### src/rtl/fetch_unit.sv
// Instruction fetch unit: owns the program counter and fetches instruction words into ir
// over a req/ack handshake with bounded wait and a sticky timeout error.
module fetch_unit #(
  parameter int                    BUS_WIDTH  = 16,
  parameter int                    ADDR_WIDTH = 8,
  parameter logic [ADDR_WIDTH-1:0] RESET_PC   = '0,
  parameter int                    TIMEOUT    = 16
) (
  input  logic                  clk,
  input  logic                  reset,
  input  logic                  imem_read,
  input  logic                  pc_inc,
  input  logic                  jump,
  input  logic                  z_flag,
  input  logic [ADDR_WIDTH-1:0] jump_addr,
  output logic                  mem_req,
  output logic [ADDR_WIDTH-1:0] mem_addr,
  input  logic                  mem_ack,
  input  logic [BUS_WIDTH-1:0]  mem_rdata,
  output logic [BUS_WIDTH-1:0]  ir,
  output logic                  ir_valid,
  output logic                  busy,
  output logic [ADDR_WIDTH-1:0] pc,
  output logic                  fetch_err
);

  localparam int CW = (TIMEOUT > 2) ? $clog2(TIMEOUT) : 1;

  typedef enum logic {IDLE, WAIT} state_t;

  state_t        state;
  logic [CW-1:0] cnt;
  logic          imem_read_d;
  logic          start;

  assign start = imem_read & ~imem_read_d;
  assign busy  = mem_req;

  always_ff @(posedge clk) begin
    if (reset) begin
      state       <= IDLE;
      cnt         <= '0;
      imem_read_d <= 1'b0;
      pc          <= RESET_PC;
      ir          <= '0;
      ir_valid    <= 1'b0;
      mem_req     <= 1'b0;
      mem_addr    <= '0;
      fetch_err   <= 1'b0;
    end else begin
      imem_read_d <= imem_read;

      // PC updates run every cycle; a fetch already latched mem_addr so it is unaffected.
      if (jump && !z_flag) pc <= jump_addr;
      else if (pc_inc)     pc <= pc + ADDR_WIDTH'(1);

      case (state)
        IDLE: begin
          if (start) begin
            state    <= WAIT;
            mem_req  <= 1'b1;
            mem_addr <= pc;
            ir_valid <= 1'b0;
            cnt      <= '0;
          end
        end
        WAIT: begin
          if (mem_ack) begin
            ir       <= mem_rdata;
            ir_valid <= 1'b1;
            mem_req  <= 1'b0;
            state    <= IDLE;
          end else if (cnt == CW'(TIMEOUT - 1)) begin
            fetch_err <= 1'b1;
            mem_req   <= 1'b0;
            state     <= IDLE;
          end else begin
            cnt <= cnt + CW'(1);
          end
        end
        default: state <= IDLE;
      endcase
    end
  end

endmodule

### config.mk
export PLATFORM = sky130hd
export DESIGN_NAME = fetch_unit
export DESIGN_NICKNAME = d
export VERILOG_FILES = /design/src/rtl/fetch_unit.sv
export SDC_FILE = /design/constraint.sdc
export NUM_CORES = 1
export LEC_CHECK = 0
export BUFFER_PORTS_ARGS = -buffer_cell sky130_fd_sc_hd__buf_2
export CORE_MARGIN = 2
export CORE_UTILIZATION = 47
export DETAILED_ROUTE_END_ITERATION = 6
export PLACE_DENSITY = 0.78
export REMOVE_ABC_BUFFERS = 1
export SKIP_CTS_REPAIR_TIMING = 1
export SYNTH_ARGS = -nofsm -noshare
export SYNTH_HDL_FRONTEND = slang
export SYNTH_SLANG_ARGS = --single-unit
### constraint.sdc
create_clock -name clk -period 1.6 [get_ports clk]
set_clock_uncertainty 0.05 [all_clocks]
set_input_delay 0.08 -clock clk [delete_from_list [all_inputs] [get_ports clk]]
set_output_delay 0.08 -clock clk [all_outputs]
set_load 0.01 [all_outputs]
==> impl_metrics.py, run 1 <==
metrics = {
    "run_status": {
        "outcome": "completed",
    },
    "timing": {
        "slew_headroom_pct": 63.5,
        "period_share_pct": 88.6,
        "worst_slew_pin_slew_ns": 0.548,
        "fmax_mhz": 706,
        "hold_viol_final": 0,
        "holdWs_ns": 0.0571,
        "rsz0062_at_grt": "false",
        "fin_ws_ns": 0.183,
        "min_period_ns": 1.42,
        "setup-violations-final": 0,
        "drv_slew": 0,
        "fin_tns_setup_ns": 0,
    },
    "final_layout": {
        "instances_no_fill": 331,
        "final_common_cell": "buf_2",
        "final_util_pct": 68.7,
        "nFillCells": 272,
        "seq_area_sq_um": 821,
        "final_nets": 319,
        "multiInputGateArea_sq_um": 739,
        "syn_to_final_growth_pct": 40.6,
        "final_layout_size_suffix_gt1_share_pct": 28.4,
        "antenna_cells": 0,
        "final_cell_mix": "buf_2, nand2_1, dfxtp_1, a21oi_1, dlygate4sd3_1",
    },
    "global_routing": {
        "grt_max_degree": 24,
        "grt_pass1_wl_um": 5840,
        "grt.total_usage_pct": 18.9,
        "grt_pass1_vias": 1296,
        "antenna_found_initial": 0,
        "grt-ovfl-total": 0,
    },
    "routing": {
        "vias": 1695,
        "wl_per_cell_um": 12.7,
        "dr.pass1.iters": 4,
        "postRouteWirelength_um": 4200,
        "drcViolationCount": 0,
        "routed_via_density": 5.12,
        "ant_nets": 0,
        "drt-initial-drc-count": 95,
    },
    "logic_synthesis": {
        "ys_seq_area_share_pct": 50.3,
        "syn_inst": 196,
        "async_flop_share_pct": 0,
        "synth_ff_type": "dfxtp_1",
        "synth_edf_count": 0,
        "ys_warn_count": 0,
        "syn_area_sq_um": 1630,
        "ys_seq_elements": 41,
        "yosysUniqueCellTypes": 32,
        "avgSynthCellArea_sq_um": 8.32,
    },
    "setup_path": {
        "reg2reg_slack_ns": 0.18,
        "crit_fanout": 9,
        "required_ns": 1.83,
        "cp_slowest_cell": "or3_1",
        "rr_startpoint": "cnt[0]$_SDFFE_PP0P_",
        "critPathArrivalTime_ns": 1.64,
        "max_stage_delay_ns": 0.37,
        "end_kind": "flop",
        "startpoint": "cnt[0]$_SDFFE_PP0P_",
        "worstPathCellList": "ha_1 -> and3_1 -> or3_1 -> a21oi_1",
        "crit_end": "cnt[0]$_SDFFE_PP0P_",
        "criticalPathCategory": "flop to flop",
        "critPathLaunchType": "flop",
        "reg2regPathDepth": 4,
        "r2r-end": "cnt[0]$_SDFFE_PP0P_",
    },
    "clock_tree": {
        "cts_made_buffers": 5,
        "htreeDepth": 2,
        "cts_tree": "done",
        "cts_root_buf": "clkbuf_4",
        "cts_sinks": 41,
        "clock_latency_ns": 0.35,
        "clk_path_buf_depth": 2,
        "clkTransAtPathRegs_ns": 0.11,
    },
    "floorplanning": {
        "die-area_sq_um": 3960,
        "rows": 21,
        "chipHeight_um": 62.9,
        "core_sq_um": 3340,
        "die_w_um": 62.9,
        "start_util_pct": 48.9,
        "io_pins": 67,
    },
    "power_and_ir_drop": {
        "p_per_area_nw_per_um2": 813,
        "ir_worst_vdd_mv": 0.569,
        "p_leak_uw": 0.00101,
    },
    "placed_design": {
        "gp_routability_congestion": 0.728,
        "dpl.hpwl_um": 2530,
        "portBuffers": 66,
        "post-place-ws_ns": 0.185,
        "dp_cells": 300,
    },
    "hold_path": {
        "min_path_type": "input port to flop",
    },
    "job": {
        "max_cap_violations": 0,
    },
}
[cell families (layout without fill, tap and decap cells)]
group,count (synthesis),in the layout,share of synthesized area [%]
AO/OA/AOI/OAI,45,45,16.2
multiplexers,2,2,1.23
AND/OR/NAND/NOR,86,86,24.2
XOR/XNOR,4,4,2.15
buffers and inverters,16,105,4.37
flip-flops,41,41,50.3
adder cells (fa/ha/maj),2,2,1.53
[critical path: cells and delay by family (launching register included)]
family / cells / cell delay (ns)
AO/OA/AOI/OAI: 1 / 0.13
flip-flops: 1 / 0.34
adder cells (fa/ha/maj): 1 / 0.20
AND/OR/NAND/NOR: 2 / 0.63
[worst min-delay path by stage]
| stage | start | endpoint | slack [ns] | cells past startpoint |
|---|---|---|---|---|
| 2_1_floorplan | reset | cnt[0]$_SDFFE_PP0P_ | 0.1 | 1 |
| 3_3_place_gp | mem_rdata[0] | ir[0]$_SDFFE_PP0P_ | 0.27 | 3 |
| 3_5_place_dp | imem_read | imem_read_d$_SDFF_PP0_ | 0.28 | 2 |
| 4_1_cts | mem_rdata[1] | ir[1]$_SDFFE_PP0P_ | -0.11 | 3 |
| 5_1_grt | pc_inc | pc[0]$_SDFFE_PP0P_ | 0.06 | 3 |
| 6_report | mem_ack | cnt[1]$_SDFFE_PP0P_ | 0.06 | 4 |
[metal layers]
metal | GRT usage, % | wire length [um] | vias to the layer above
met2 | 30.5 | 2190 | 62
met5 | 0 | 0 | -
met4 | 7.78 | 77 | 0
li1 | - | - | 850
met3 | 7.03 | 225 | 8
met1 | 22.7 | 1710 | 775
[stage by stage]
stage,total power (uW),instance area [sq um]
6_report,1860,2290
3_5_place_dp,1370,2000
3_3_place_gp,1370,2000
5_1_grt,1970,2290
4_1_cts,1830,2040
2_1_floorplan,1230,1570
[cell usage after synthesis (2+ instances only)]
| cell | count | area share, % |
|---|---|---|
| o211ai_1 | 2 | 0.92 |
| nand2_1 | 50 | 12 |
| nand3_1 | 4 | 1.2 |
| and2_1 | 2 | 0.77 |
| a311oi_1 | 3 | 1.6 |
| ha_1 | 2 | 1.5 |
| nand4_1 | 3 | 1.2 |
| xor2_1 | 3 | 1.6 |
| dfxtp_1 | 41 | 50 |
| nor3b_1 | 2 | 0.92 |
| inv_1 | 2 | 0.46 |
| nor2_1 | 11 | 2.5 |
| a21oi_1 | 26 | 8.0 |
| mux2i_1 | 2 | 1.2 |
| a211oi_1 | 6 | 2.8 |
| or3_1 | 6 | 2.3 |
| clkbuf_1 | 7 | 1.6 |
| o21ai_0 | 5 | 1.5 |
| buf_2 | 6 | 1.8 |
[sequential cells by signal, indices dropped and copies added, names as in the netlist]
name and count:
cnt 4, imem_read_d 1, ir 16, ir_valid 1, state 1, mem_addr 8, pc 8, fetch_err 1
busy 1
[layout make-up]
type / instances / area share [%]
well taps: 46 / 2.51
inverters: 2 / 0.327
repair buffers: 97 / 27.3
clock buffers: 5 / 1.64
clock inverters: 1 / 0.218
flip-flops and latches: 41 / 35.8
multi-input cells: 139 / 32.2
[where the power goes]
group | internal (uW) | total, uW | switching, uW
clock | 153 | 464 | 311
combinational | 152 | 302 | 151
sequential | 1060 | 1100 | 34.0
total | 1370 | 1860 | 496
(Power assumes the default switching activity.)
==> run 2: changes to the inputs <==
Settings changed: RECOVER_POWER set to 25.
==> run 2 against run 1 <==
Compared with the run above: total power is 0.47% lower; count of clock-buffer cells in the layout stayed put; combinational power is 2% lower; highest routed layer unchanged.
==> impl_metrics.py, run 2 (synthesis results as in run 1) <==
metrics = {
    "run_status": {
        "outcome": "completed",
    },
    "clock_tree": {
        "htreeDepth": 2,
        "cts_made_buffers": 5,
        "cts_tree": "done",
        "cts_sinks": 41,
        "cts_root_buf": "clkbuf_4",
        "clk_path_buf_depth": 2,
        "clkTransAtPathRegs_ns": 0.11,
        "clock_latency_ns": 0.35,
    },
    "routing": {
        "wl_met3_um": 187,
        "dr_wl_met2_um": 2190,
        "drcViolationCount": 0,
        "routed_via_density": 5.11,
        "routed.top_layer": "met4",
        "met1Wirelength_um": 1720,
        "drt-initial-drc-count": 86,
        "vias": 1690,
        "postRouteWirelength_um": 4180,
        "dr.pass1.iters": 4,
        "ant_nets": 0,
        "wl_per_cell_um": 12.6,
    },
    "floorplanning": {
        "chipHeight_um": 62.9,
        "rows": 21,
        "io_pins": 67,
        "start_util_pct": 48.9,
        "core_sq_um": 3340,
        "die-area_sq_um": 3960,
        "die_w_um": 62.9,
    },
    "timing": {
        "rsz0062_at_grt": "false",
        "slew_headroom_pct": 63.5,
        "fmax_mhz": 688,
        "min_period_ns": 1.45,
        "holdWs_ns": 0.0597,
        "worst_slew_pin_slew_ns": 0.547,
        "setup-violations-final": 0,
        "fin_tns_setup_ns": 0,
        "period_share_pct": 90.9,
        "hold_viol_final": 0,
        "fin_ws_ns": 0.146,
        "drv_slew": 0,
    },
    "power_and_ir_drop": {
        "ir_worst_vdd_mv": 0.572,
        "p_switching_uw": 493,
        "total_power_uw": 1860,
        "p_int_uw": 1360,
        "p_per_area_nw_per_um2": 819,
        "clkPwrFrac_pct": 24.8,
        "swShare_pct": 26.6,
        "seqPwrFrac_pct": 59.2,
        "p_leak_uw": 0.000926,
        "combPwrFrac_pct": 15.9,
    },
    "placed_design": {
        "post-place-ws_ns": 0.185,
        "gp_routability_congestion": 0.728,
        "dpl.hpwl_um": 2530,
        "portBuffers": 66,
    },
    "final_layout": {
        "final_util_pct": 67.9,
        "final_nets": 319,
        "antenna_cells": 0,
        "final_cell_mix": "nand2_1, buf_2, dfxtp_1, a21oi_1, dlygate4sd3_1",
        "final_common_cell": "nand2_1",
        "nFillCells": 284,
        "largestRegisters": "ir (16), mem_addr (8), pc (8)",
        "final_layout_size_suffix_gt1_share_pct": 21.8,
        "largest_register_ffs": 16,
        "top_register": "ir",
        "syn_to_final_growth_pct": 39.0,
    },
    "setup_path": {
        "end_kind": "flop",
        "required_ns": 1.81,
        "rr_startpoint": "pc[0]$_SDFFE_PP0P_",
        "critPathArrivalTime_ns": 1.67,
        "criticalPathCategory": "flop to flop",
        "critPathLaunchType": "flop",
        "crit_fanout": 6,
        "startpoint": "pc[0]$_SDFFE_PP0P_",
    },
    "hold_path": {
        "hp-start": "mem_ack",
        "min_path_type": "input port to flop",
    },
    "global_routing": {
        "antenna_found_initial": 0,
        "grt-ovfl-total": 0,
        "grt_max_degree": 24,
        "grt_pass1_wl_um": 5840,
        "grt.total_usage_pct": 18.9,
        "grt_pass1_vias": 1296,
    },
    "job": {
        "max_cap_violations": 0,
    },
}
[run 2: cell types whose count changed in the layout (fill, tap and decap cells not counted)]
| cell | delta |
|---|---|
| buf_2 | -18 |
| buf_4 | -1 |
| clkbuf_1 | +19 |
[run 2: final timing paths]
kind | to | slack [ns] | depth (start not counted)
setup / recovery | pc[5]$_SDFFE_PP0P_ | 0.15 | 4
hold / removal | cnt[1]$_SDFFE_PP0P_ | 0.06 | 4
setup reg to reg | pc[5]$_SDFFE_PP0P_ | 0.15 | 4
hold reg to reg | ir[6]$_SDFFE_PP0P_ | 0.41 | 2
[run 2: layout make-up]
| type | count | area (sq um) | share of cell area, % |
|---|---|---|---|
| clock buffer | 5 | 37.5 | 1.66 |
| clock inverter | 1 | 5.00 | 0.221 |
| inverter | 2 | 7.51 | 0.331 |
| multi-input combinational | 139 | 739 | 32.6 |
| sequential | 41 | 821 | 36.2 |
| tap | 46 | 57.6 | 2.54 |
| timing repair buffer | 97 | 599 | 26.4 |
[run 2: routing by layer]
metal	vias to the layer above	GRT usage, %
li1	852	-
met1	779	22.7
met2	49	30.5
met3	10	7.03
met4	0	7.78
met5	-	0
[run 2: power groups by stage]
stage,clock (uW),sequential (uW),combinational (uW)
after global placement,0,1120,250
after floorplan,0,1150,89.5
after CTS,477,1100,252
after global routing,530,1110,326
after detailed placement,0,1120,251
final,461,1100,296
[run 2: through the flow]
stage	instance area, sq um	std cells
2_1_floorplan	1570	182
3_3_place_gp	2000	300
3_5_place_dp	2000	300
4_1_cts	2040	306
5_1_grt	2270	331
6_report	2270	331
[run 2: critical path, cell delays in order, from the launching register on]
cell	delay (ns)
dfxtp_1	0.35
clkbuf_1	0.26
nand3_1	0.13
or3_1	0.33
a311oi_1	0.26
==> run 3: changes to the inputs <==
Settings changed: CORE_ASPECT_RATIO set to 0.5, SKIP_LAST_GASP set to 1.
==> run 3 against run 2 <==
Compared with the run above: the flow now finishes with violations (hold timing); sequential power about the same; critical path depth unchanged; cell count decreased by 5.4%; register-to-register slack about the same; worst setup slack got worse by 0.0043 ns; critical path type unchanged; via count decreased by 7.7%; first-iteration DRC count increased by 4.7%; maximum frequency decreased by 0.29%.
==> impl_metrics.py, run 3 (synthesis results as in run 1) <==
metrics = {
    "run_status": {
        "outcome": "finished with violations",
        "violations": "hold timing",
    },
    "power_and_ir_drop": {
        "seqPwrFrac_pct": 54.4,
        "swShare_pct": 24.5,
        "clkPwrFrac_pct": 32.6,
        "p_leak_uw": 0.000879,
        "p_int_uw": 1530,
        "ir_worst_vdd_mv": 0.407,
        "p_per_area_nw_per_um2": 940,
        "combPwrFrac_pct": 13.0,
        "p_switching_uw": 496,
    },
    "clock_tree": {
        "cts_made_buffers": 5,
        "clk_path_buf_depth": 2,
        "htreeDepth": 2,
        "clkTransAtPathRegs_ns": 0.07,
        "cts_root_buf": "clkbuf_8",
        "cts_tree": "done",
        "clock_latency_ns": 0.28,
        "cts_sinks": 41,
    },
    "floorplanning": {
        "chipHeight_um": 45.7,
        "rows": 15,
        "core_sq_um": 3380,
        "die-area_sq_um": 3990,
        "die_w_um": 87.3,
        "start_util_pct": 48.3,
        "io_pins": 67,
    },
    "routing": {
        "routed_via_density": 4.98,
        "ant_nets": 0,
        "postRouteWirelength_um": 3830,
        "wl_per_cell_um": 12.2,
        "dr.pass1.iters": 4,
        "drcViolationCount": 0,
        "drt-initial-drc-count": 90,
        "vias": 1560,
    },
    "setup_path": {
        "rr_startpoint": "cnt[0]$_SDFFE_PP0P_",
        "crit_fanout": 9,
        "critPathLaunchType": "flop",
        "reg2regPathDepth": 4,
        "required_ns": 1.76,
        "crit_cells": 4,
        "cp.buffers_inverters": 0,
        "worstPathCellList": "ha_1 -> and3_1 -> or3_1 -> a21oi_1",
        "max_stage_delay_ns": 0.37,
        "critPathArrivalTime_ns": 1.62,
        "cp_slowest_cell": "or3_1",
        "crit_end": "cnt[0]$_SDFFE_PP0P_",
        "criticalPathCategory": "flop to flop",
        "reg2reg_slack_ns": 0.14,
        "end_kind": "flop",
        "crit_family": "simple AND/OR/NAND/NOR gates",
        "r2r-end": "cnt[0]$_SDFFE_PP0P_",
        "startpoint": "cnt[0]$_SDFFE_PP0P_",
    },
    "final_layout": {
        "instances_no_fill": 313,
        "antenna_cells": 0,
        "nFillCells": 310,
        "syn_to_final_growth_pct": 32.1,
        "final_util_pct": 63.8,
        "seq_area_sq_um": 821,
        "final_layout_size_suffix_gt1_share_pct": 22.9,
        "final_cell_mix": "nand2_1, buf_2, dfxtp_1, a21oi_1, clkbuf_1",
        "final_nets": 304,
        "top_register": "ir",
        "largest_register_ffs": 16,
        "final_common_cell": "nand2_1",
        "largestRegisters": "ir (16), mem_addr (8), pc (8)",
        "multiInputGateArea_sq_um": 739,
    },
    "timing": {
        "fmax_mhz": 686,
        "period_share_pct": 91.2,
        "rsz0062_at_grt": "false",
        "slew_headroom_pct": 37.9,
        "hold_viol_final": 5,
        "min_period_ns": 1.46,
        "worst_slew_pin_slew_ns": 0.931,
        "holdWs_ns": -0.0222,
        "drv_slew": 0,
        "fin_tns_setup_ns": 0,
        "setup-violations-final": 0,
    },
    "hold_path": {
        "min_path_type": "input port to flop",
        "hp-start": "mem_rdata[7]",
    },
    "global_routing": {
        "antenna_found_initial": 0,
        "grt-ovfl-total": 0,
        "grt_max_degree": 23,
        "grt_pass1_wl_um": 5400,
        "grt.total_usage_pct": 17.7,
        "grt_pass1_vias": 1235,
    },
    "placed_design": {
        "portBuffers": 66,
        "dp_cells": 296,
        "dpl.hpwl_um": 2560,
        "gp_routability_congestion": 0.783,
    },
    "job": {
        "max_cap_violations": 0,
    },
}
[run 3: cell count changes in the layout (fill, tap and decap cells not counted)]
cell,before,now
dlygate4sd3_1,25,10
clkbuf_8,0,6
clkbuf_4,5,0
clkbuf_1,19,20
clkinv_2,1,0
[run 3: layout make-up]
cell class,instances,share of cell area (%)
Tap cell,42,2.44
Timing Repair Buffer,82,20.8
Sequential cell,41,38.1
Clock buffer,7,4.00
Multi-Input combinational cell,139,34.3
Inverter,2,0.348
[run 3: worst min path at each step]
| stage | end | slack (ns) | cells after the start |
|---|---|---|---|
| floorplan | cnt[0]$_SDFFE_PP0P_ | 0.1 | 1 |
| global route | ir[2]$_SDFFE_PP0P_ | 0.0006 | 3 |
| finish | ir[7]$_SDFFE_PP0P_ | -0.02 | 3 |
| global placement | ir[7]$_SDFFE_PP0P_ | 0.27 | 3 |
| CTS | ir[7]$_SDFFE_PP0P_ | -0.03 | 3 |
| detailed placement | ir[7]$_SDFFE_PP0P_ | 0.28 | 3 |
[run 3: through the flow]
| step | hold WS, ns | worst slack [ns] | total power (uW) | instance area, sq um |
|---|---|---|---|---|
| finish | -0.0222 | 0.141 | 2030 | 2160 |
| global route | 0.000589 | 0.0573 | 2120 | 2160 |
| CTS | -0.0275 | 0.142 | 2030 | 2080 |
| detailed placement | 0.276 | 0.155 | 1370 | 2000 |
| global placement | 0.271 | 0.233 | 1370 | 2000 |
| floorplan | 0.0991 | 0.149 | 1230 | 1570 |
[run 3: power groups by stage]
stage               combinational [uW]  sequential, uW  clock [uW]
finish                             264            1100         661
floorplan                         89.5            1150           0
CTS                                250            1100         674
global placement                   245            1120           0
global route                       294            1110         717
detailed placement                 249            1120           0
[run 3: routing by layer]
layer / wire length (um) / vias up / GRT usage (%)
met1: 1700 / 695 / 21.0
met3: 174 / 4 / 4.71
met4: 34 / 0 / 5.85
met2: 1920 / 44 / 32.0
li1: - / 817 / -
met5: 0 / - / 0
[run 3: worst min-delay path, stage by stage]
cell	delay, ns
buf_2	0.09
nand2_1	0.04
a21oi_1	0.05
